File: config.mk
export PLATFORM = sky130hd
export DESIGN_NAME = reg_targetio_mux
export DESIGN_NICKNAME = d
export VERILOG_FILES = /design/src/rtl/reg_targetio_mux.sv
export SDC_FILE = /design/constraint.sdc
export NUM_CORES = 1
export LEC_CHECK = 0
export ABC_AREA = 1
export ABC_CLOCK_PERIOD_IN_PS = 2300
export CAP_MARGIN = 25
export CORE_MARGIN = 8
export CORE_UTILIZATION = 49
export DETAILED_ROUTE_END_ITERATION = 16
export GPL_ROUTABILITY_DRIVEN = 0
export GPL_TIMING_DRIVEN = 0
export PLACE_DENSITY = 0.83
export SLEW_MARGIN = 30
export SYNTH_ARGS = -nofsm -noshare
export SYNTH_HDL_FRONTEND = slang
export SYNTH_SLANG_ARGS = --single-unit
File: constraint.sdc
create_clock -name clk -period 2.3 [get_ports clk]
set_input_delay 0.345 -clock clk [delete_from_list [all_inputs] [get_ports clk]]
set_output_delay 0.345 -clock clk [all_outputs]
set_load 0.02 [all_outputs]
File: src/rtl/reg_targetio_mux.sv
// ============================================================================
// Module      : reg_targetio_mux
// Description : Register-controlled per-pin target I/O routing with a
//               power-up settle sequencer that holds every pin high-Z.
// Revision    : 1.0 - initial release
// ============================================================================
`default_nettype none

module reg_targetio_mux #(
    parameter int         NUM_IO        = 8,
    parameter logic [5:0] ADDR_MODE     = 6'd40,
    parameter logic [5:0] ADDR_GPIO     = 6'd41,
    parameter int         SETTLE_CYCLES = 1024,
    parameter int         CNT_W         = 16
) (
    input  logic              clk,
    input  logic              reset_i,
    input  logic [5:0]        reg_address,
    input  logic [15:0]       reg_bytecnt,
    input  logic [7:0]        reg_datai,
    output logic [7:0]        reg_datao,
    input  logic              reg_read,
    input  logic              reg_write,
    input  logic              reg_addrvalid,
    input  logic [5:0]        reg_hypaddress,
    output logic [15:0]       reg_hyplen,
    input  logic              targetpower_off,
    input  logic [NUM_IO-1:0] io_i,
    output logic [NUM_IO-1:0] io_o,
    output logic [NUM_IO-1:0] io_oe,
    input  logic [NUM_IO-1:0] alt_i,
    input  logic              uart_tx_i,
    output logic              uart_rx_o,
    output logic              io_highz_o
);

    localparam int             c_GPIO_BYTES = (NUM_IO + 7) / 8;
    localparam int             c_PAD_W      = c_GPIO_BYTES * 8;
    localparam logic [CNT_W-1:0] c_CNT_LAST = CNT_W'(SETTLE_CYCLES - 1);

    typedef enum logic [1:0] {
        ST_OFF    = 2'd0,
        ST_SETTLE = 2'd1,
        ST_ACTIVE = 2'd2
    } state_t;

    state_t             r_state;
    state_t             w_state_next;
    logic [CNT_W-1:0]   r_cnt;
    logic               w_highz;

    logic [2:0]         r_mode [NUM_IO];
    logic [NUM_IO-1:0]  r_gpio_out;
    logic [NUM_IO-1:0]  r_sync1;
    logic [NUM_IO-1:0]  r_sync2;
    logic [NUM_IO-1:0]  r_io_o;
    logic [NUM_IO-1:0]  r_io_oe;
    logic               r_uart_rx;
    logic [7:0]         r_datao;

    logic               w_wr_mode;
    logic               w_wr_gpio;
    logic [NUM_IO-1:0]  w_gpio_sel;
    logic [NUM_IO-1:0]  w_gpio_din;
    logic [NUM_IO-1:0]  w_io_o_next;
    logic [NUM_IO-1:0]  w_io_oe_next;
    logic               w_rx_next;
    logic [c_PAD_W-1:0] w_sync_pad;
    logic [2:0]         w_mode_rd;
    logic [7:0]         w_gpio_rd;
    logic [7:0]         w_rd_data;

    // ---------------- power sequencer ----------------
    always_ff @(posedge clk) begin
        if (reset_i) begin
            r_state <= ST_OFF;
            r_cnt   <= '0;
        end else begin
            r_state <= w_state_next;
            r_cnt   <= (r_state == ST_SETTLE) ? r_cnt + 1'b1 : '0;
        end
    end

    always_comb begin
        w_state_next = r_state;
        case (r_state)
            ST_OFF:    if (!targetpower_off) w_state_next = ST_SETTLE;
            ST_SETTLE: begin
                if (targetpower_off)          w_state_next = ST_OFF;
                else if (r_cnt == c_CNT_LAST) w_state_next = ST_ACTIVE;
            end
            ST_ACTIVE: if (targetpower_off)  w_state_next = ST_OFF;
            default:                         w_state_next = ST_OFF;
        endcase
    end

    assign w_highz    = (r_state != ST_ACTIVE);
    assign io_highz_o = w_highz;

    // ---------------- register writes ----------------
    assign w_wr_mode = reg_write && reg_addrvalid && (reg_address == ADDR_MODE);
    assign w_wr_gpio = reg_write && reg_addrvalid && (reg_address == ADDR_GPIO);

    for (genvar k = 0; k < NUM_IO; k++) begin : g_gpio_bit
        assign w_gpio_sel[k] = w_wr_gpio && (reg_bytecnt == 16'(k / 8));
        assign w_gpio_din[k] = reg_datai[k % 8];
    end

    always_ff @(posedge clk) begin
        if (reset_i) begin
            r_gpio_out <= '0;
            for (int k = 0; k < NUM_IO; k++) r_mode[k] <= '0;
        end else begin
            r_gpio_out <= (r_gpio_out & ~w_gpio_sel) | (w_gpio_din & w_gpio_sel);
            for (int k = 0; k < NUM_IO; k++) begin
                if (w_wr_mode && (reg_bytecnt == 16'(k))) r_mode[k] <= reg_datai[2:0];
            end
        end
    end

    // ---------------- pad routing ----------------
    always_comb begin
        w_io_o_next  = '0;
        w_io_oe_next = '0;
        w_rx_next    = 1'b1;
        for (int k = 0; k < NUM_IO; k++) begin
            case (r_mode[k])
                3'd1: begin w_io_oe_next[k] = 1'b1; w_io_o_next[k] = r_gpio_out[k]; end
                3'd2: begin w_io_oe_next[k] = 1'b1; w_io_o_next[k] = uart_tx_i;     end
                3'd3: w_rx_next = w_rx_next & r_sync2[k];
                3'd4: begin w_io_oe_next[k] = 1'b1; w_io_o_next[k] = alt_i[k];      end
                default: ;
            endcase
        end
        if (w_highz) begin
            w_io_o_next  = '0;
            w_io_oe_next = '0;
            w_rx_next    = 1'b1;
        end
    end

    always_ff @(posedge clk) begin
        if (reset_i) begin
            r_sync1   <= '0;
            r_sync2   <= '0;
            r_io_o    <= '0;
            r_io_oe   <= '0;
            r_uart_rx <= 1'b1;
        end else begin
            r_sync1   <= io_i;
            r_sync2   <= r_sync1;
            r_io_o    <= w_io_o_next;
            r_io_oe   <= w_io_oe_next;
            r_uart_rx <= w_rx_next;
        end
    end

    assign io_o      = r_io_o;
    assign io_oe     = r_io_oe;
    assign uart_rx_o = r_uart_rx;

    // ---------------- register reads ----------------
    assign w_sync_pad = c_PAD_W'(r_sync2);

    always_comb begin
        w_mode_rd = '0;
        w_gpio_rd = '0;
        w_rd_data = '0;
        for (int k = 0; k < NUM_IO; k++) begin
            if (reg_bytecnt == 16'(k)) w_mode_rd = r_mode[k];
        end
        for (int b = 0; b < c_GPIO_BYTES; b++) begin
            if (reg_bytecnt == 16'(b)) w_gpio_rd = w_sync_pad[8*b +: 8];
        end
        if (reg_address == ADDR_MODE)      w_rd_data = {5'b0, w_mode_rd};
        else if (reg_address == ADDR_GPIO) w_rd_data = w_gpio_rd;
    end

    always_ff @(posedge clk) begin
        if (reset_i) r_datao <= '0;
        else         r_datao <= (reg_read && reg_addrvalid) ? w_rd_data : 8'h00;
    end

    assign reg_datao = r_datao;

    always_comb begin
        reg_hyplen = '0;
        if (reg_hypaddress == ADDR_MODE)      reg_hyplen = 16'(NUM_IO);
        else if (reg_hypaddress == ADDR_GPIO) reg_hyplen = 16'(c_GPIO_BYTES);
    end

endmodule

`default_nettype wire
### Word level (Yosys, flattened, before mapping)

Memory sizes are Yosys's and may differ from the RTL's.
Index checks and enable logic that the tools add are counted.

| operators by class | value |
|---|---|
| eq/ne operators | 50 |
| multiplexer cells | 76 |
| reduce and logical (&&, ||, !) cells | 28 |
| add/subtract/negate cells | 1 |
| bitwise logic cells | 23 |

Operators by type and width:

| cell | count |
|---|---|
| == test 16 x 3 -> 1 bit, second input constant | 4 |
| two-way mux 3 bit | 19 |
| == test 3 x 2 -> 1 bit, second input constant | 16 |
| two-way mux 1 bit | 43 |
| == test 16 x 2 -> 1 bit, second input constant | 2 |
| == test 3 x 1 -> 1 bit, second input constant | 8 |
| == test 3 bit, second input constant | 8 |
| == test 6 bit, second input constant | 4 |
| case mux 1 bit (3 select lines) | 8 |
| OR reduction 3 bit | 8 |
| adder 16 x 1 -> 16 bit, second input constant | 1 |
| bitwise AND 8 bit | 2 |
| == test 16 x 1 -> 1 bit, second input constant | 1 |
| == test 16 x 10 -> 1 bit, second input constant | 1 |
| logical NOT 16 bit | 1 |
| logical AND 1 bit | 13 |
| two-way mux 2 bit | 4 |
| NOT 8 bit | 1 |
| OR 1 bit | 8 |
| OR 8 bit | 1 |
| bitwise AND 1 bit | 7 |
| != test 2 bit, second input constant | 3 |
| case mux 2 bit (3 select lines) | 1 |
| OR reduction 2 bit | 3 |
| other kinds (8) | 11 |

| word-level totals | value |
|---|---|
| memories kept | 1 |
| logic and storage cells | 189 |
| register bits after elaboration | 67 |
| memory bits (writable) | 24 |

Memories:

| name | depth | width | read ports | clocked after memory_dff | write ports | RTL line | RTL |
|---|---|---|---|---|---|---|---|
| r_mode | 8 | 3 | 8 | 0 | 8 | 52 | `logic [2:0] r_mode [NUM_IO];` |

### Longest topological paths before layout

An unclocked memory read counts as a cell.

| logic depth | value |
|---|---|
| depth after elaboration | 17 |
| gate-level depth with buffers | 12 |

### Least setup slack after synthesis

No wires, ideal clock.

| timing path | value |
|---|---|
| path kind | in2reg |
| from | input reg_address[1] |
| to | memory r_mode[3][1], in the netlist r_mode[0][10] (enable) |
| slack | 0.577 ns |
| stages | 6 |
| arrival time | 1.378 ns |
| path buffers | 1 |
| cell sequence | inv_1 -> nand3_1 -> nor4_1 -> nand2_1 -> clkbuf_1 -> o21ai_0 |

RTL lines:

| what | RTL line | RTL |
|---|---|---|
| start, declared | 18 | `input logic [5:0] reg_address,` |
| end, declared | 52 |  |

==> run summary <==
## Run
- 0 — reported max-cap violation count

## STA
- 44.0% — worst slew margin relative to its limit
- 0 — Final setup viols
- false — setup repair after global routing missed its margin
- 0.165 ns — min setup slack post-route
- 0 — number of max-slew violations in the final report
- 0.838 ns — worst-margin pin slew
- 2.14 ns — Period minus WS final
- 92.8% — final clock period utilization by the worst path
- 0.0152 ns — setup clock skew after layout
- 0 — total count of hold-check failures in the final report
- 0.412 ns — Hold Worst Slack
- 0 ns — Final TNS setup
- 468 MHz — max frequency

## Synthesis
- 0.303% — post-synthesis adder-cell area fraction
- 531 — post-synthesis cell count
- dfxtp_1 — Synth Flop Type
- 31.3% — simple logic cell fraction of the synthesized area
- simple AND/OR/NAND/NOR gates — combinational family with the most area after synthesis
- 5.99% — compound-gate portion of the synthesized area
- 0% — multiplexer share of the synthesized area
- 0 — total of warnings raised by yosys
- 35 — post-synth cell types
- 4140 um^2 — Post-Synthesis Cell Area
- 0.635% — Post-Synth XOR/XNOR Area
- 7.79 um^2 — mean post-synth cell area
- 0% — post-synthesis async set-or-reset flop share
- 49.9% — sequential element share of the synthesized area
- 24 — count of flip-flops with a built-in enable after synthesis
- 91 — post-synthesis sequential element count

## Clock network
- 9 — Num CTS Buffers
- 3 — H-Tree Depth
- 0.10 ns — clock transition at the register clock pins on the worst setup and hold paths after CTS
- 2 — CTS max path bufs
- done — CTS tree
- 0.37 ns — Skew-Pair Late Insertion Delay
- 0 — CTS Hold Buffers Added
- 91 — Sink Count
- clkbuf_8 — CTS root buf

## Critical path
- flop — Crit. End Element
- in -> reg — start-to-end type of the worst setup path
- 10 — Crit Path Max Fanout
- 0.42 ns — flop-to-flop setup slack
- 2.32 ns — Worst Path Required
- 2.16 ns — endpoint arrival time on the critical path
- primary input — Critical Path Start Type

## Power
- 26.1% — switching share of power
- 2.27 mW — Internal
- 0.802 mW — net switching power
- 0.000276 V — worst voltage drop across the vdd grid
- 3.07 mW — Final Power
- 9.3% — combinational cell fraction of total power
- 573 nW/um^2 — total power divided by cell area
- 55.9% — portion of total power attributed to sequential cells
- 2.35 nW — static leakage
- 34.8% — part of the total power dissipated in the clock network

## Drt
- 860 um — wire length on met3
- 3916 — detailed-route via count
- 5.23 — Via density
- 0 — antenna violation net count after detailed routing
- 14.8 um — DR WL/cell
- met4 — top sig layer
- 5.63 mm — routed length on met2
- 0 — residual DRC count
- 259 — initial DRC count
- 11.1 mm — final WL
- 4.09 mm — wire length the detailed router placed on met1
- 5 — first-pass iteration count of the detailed router

## Layout
- 0 — diodes inserted
- 87 x nand2_1, 86 x inv_1, 82 x clkdlybuf4s50_1, 77 x nor2_1, 67 x dfxtp_1 — leading cell types in the layout, fill and taps excluded
- 29.4% — Layout Area Growth over Synthesis
- 8.23% — ratio of cells with drive above 1 in the final layout
- 65.1% — post-route core utilization
- 5350 um^2 — post-route standard cell area excluding fillers
- 699 — total number of nets in the final design
- 749 — fin cells
- nand2_1 — most common cell after layout, fill and taps aside

## Global routing
- 19.1% — GR Util All Layers
- 0 — sum of overflow across all layers after global routing
- 18 — pin count of the biggest net entering global routing
- 17.6 mm — wire length of the first global-routing pass
- 3918 — vias in the first global route
- 0 — antenna violations before repair

## Placement
- 8.60 mm — half-perimeter wire length after detailed placement
- 5160 um^2 — placed instance area
- 84 — port bufs
- -0.339 ns — pre-CTS WS
- 733 — Cells after DPL

## Floorplan
- 33 — Rows
- 50.3% — starting density of the core
- 108 um — die extent in x
- 11600 um^2 — Die Footprint
- 101 — number of top-level design ports
- 8220 um^2 — core region area
- 108 um — die height

## Run status
- finished, final reports clean — result of the run

## Worst hold path
- reg -> reg — class of the most critical hold timing path

[power groups by stage]
stage	logic [mW]	clock network [mW]	registers, mW
2_1_floorplan	0.147	0	1.74
3_3_place_gp	0.269	0	1.75
3_5_place_dp	0.279	0	1.75
4_1_cts	0.281	1.07	1.71
5_1_grt	0.311	1.14	1.72
6_report	0.285	1.07	1.72
[critical path, stage by stage]
cell and delay [ns]:
clkdlybuf4s50_1 0.42, inv_1 0.06, nand3_1 0.15, nor4_2 0.34
nand2_1 0.18, clkbuf_1 0.26, o21ai_0 0.41
[what timing repair did]
item / in CTS / in global routing
buffers inserted: 0 / 0
endpoints found under the setup margin: 2 / 12
gates resized for setup: 2 / 1
[state kept, by name (all words and copies together) (netlist names), named ones only]
register,count
r_sync2,8
r_sync1,8
uart_rx_o,1
r_cnt,16
r_state,2
reg_datao,8
io_oe,8
io_o,8
r_mode,24
[worst paths after layout]
path                                     end      startpoint  cells after the start
worst max-delay path            r_mode[0][9]  reg_address[4]                      7
worst min-delay path              r_sync2[2]      r_sync1[2]                      2
worst max register to register      io_oe[7]      r_state[0]                      6
worst min register to register    r_sync2[2]      r_sync1[2]                      2
[final cells by class]
cell class | instances | area (um^2)
Inverter | 87 | 327
Multi-Input combinational cell | 341 | 1640
Fill cell | 689 | 2860
Clock inverter | 6 | 55.1
Clock buffer | 10 | 138
Sequential cell | 91 | 2060
Timing Repair Buffer | 84 | 838
Buffer | 25 | 160
Tap cell | 105 | 131
[cells by family after synthesis]
logic type,Yosys count
and+or+nand+nor,279
buffers and inverters,112
AOI/OAI and AO/OA,44
other,1
adders and majority gates,1
DFF,91
xor gates and xnor gates,3
[synth_stat cells (6+ instances only)]
library cell | n | area share, %
edfxtp_1 | 24 | 17
nand3_1 | 35 | 4.2
nor3_1 | 38 | 4.6
nor4_1 | 14 | 2.1
nor3_2 | 6 | 1.5
nand2_1 | 87 | 7.9
nor2_1 | 77 | 7.0
o31ai_1 | 8 | 1.5
inv_1 | 86 | 7.8
o21ai_0 | 7 | 0.85
nand4_1 | 6 | 0.91
dfxtp_1 | 67 | 32
buf_4 | 15 | 2.7
a21oi_1 | 25 | 3.0
[layer usage]
metal,GRT usage (%),vias up
met2,34.5,165
met4,11.7,0
met3,4.19,43
met1,19.7,1799
li1,-,1909
met5,0,-
Note: power is estimated with default switching activity, not from simulation.
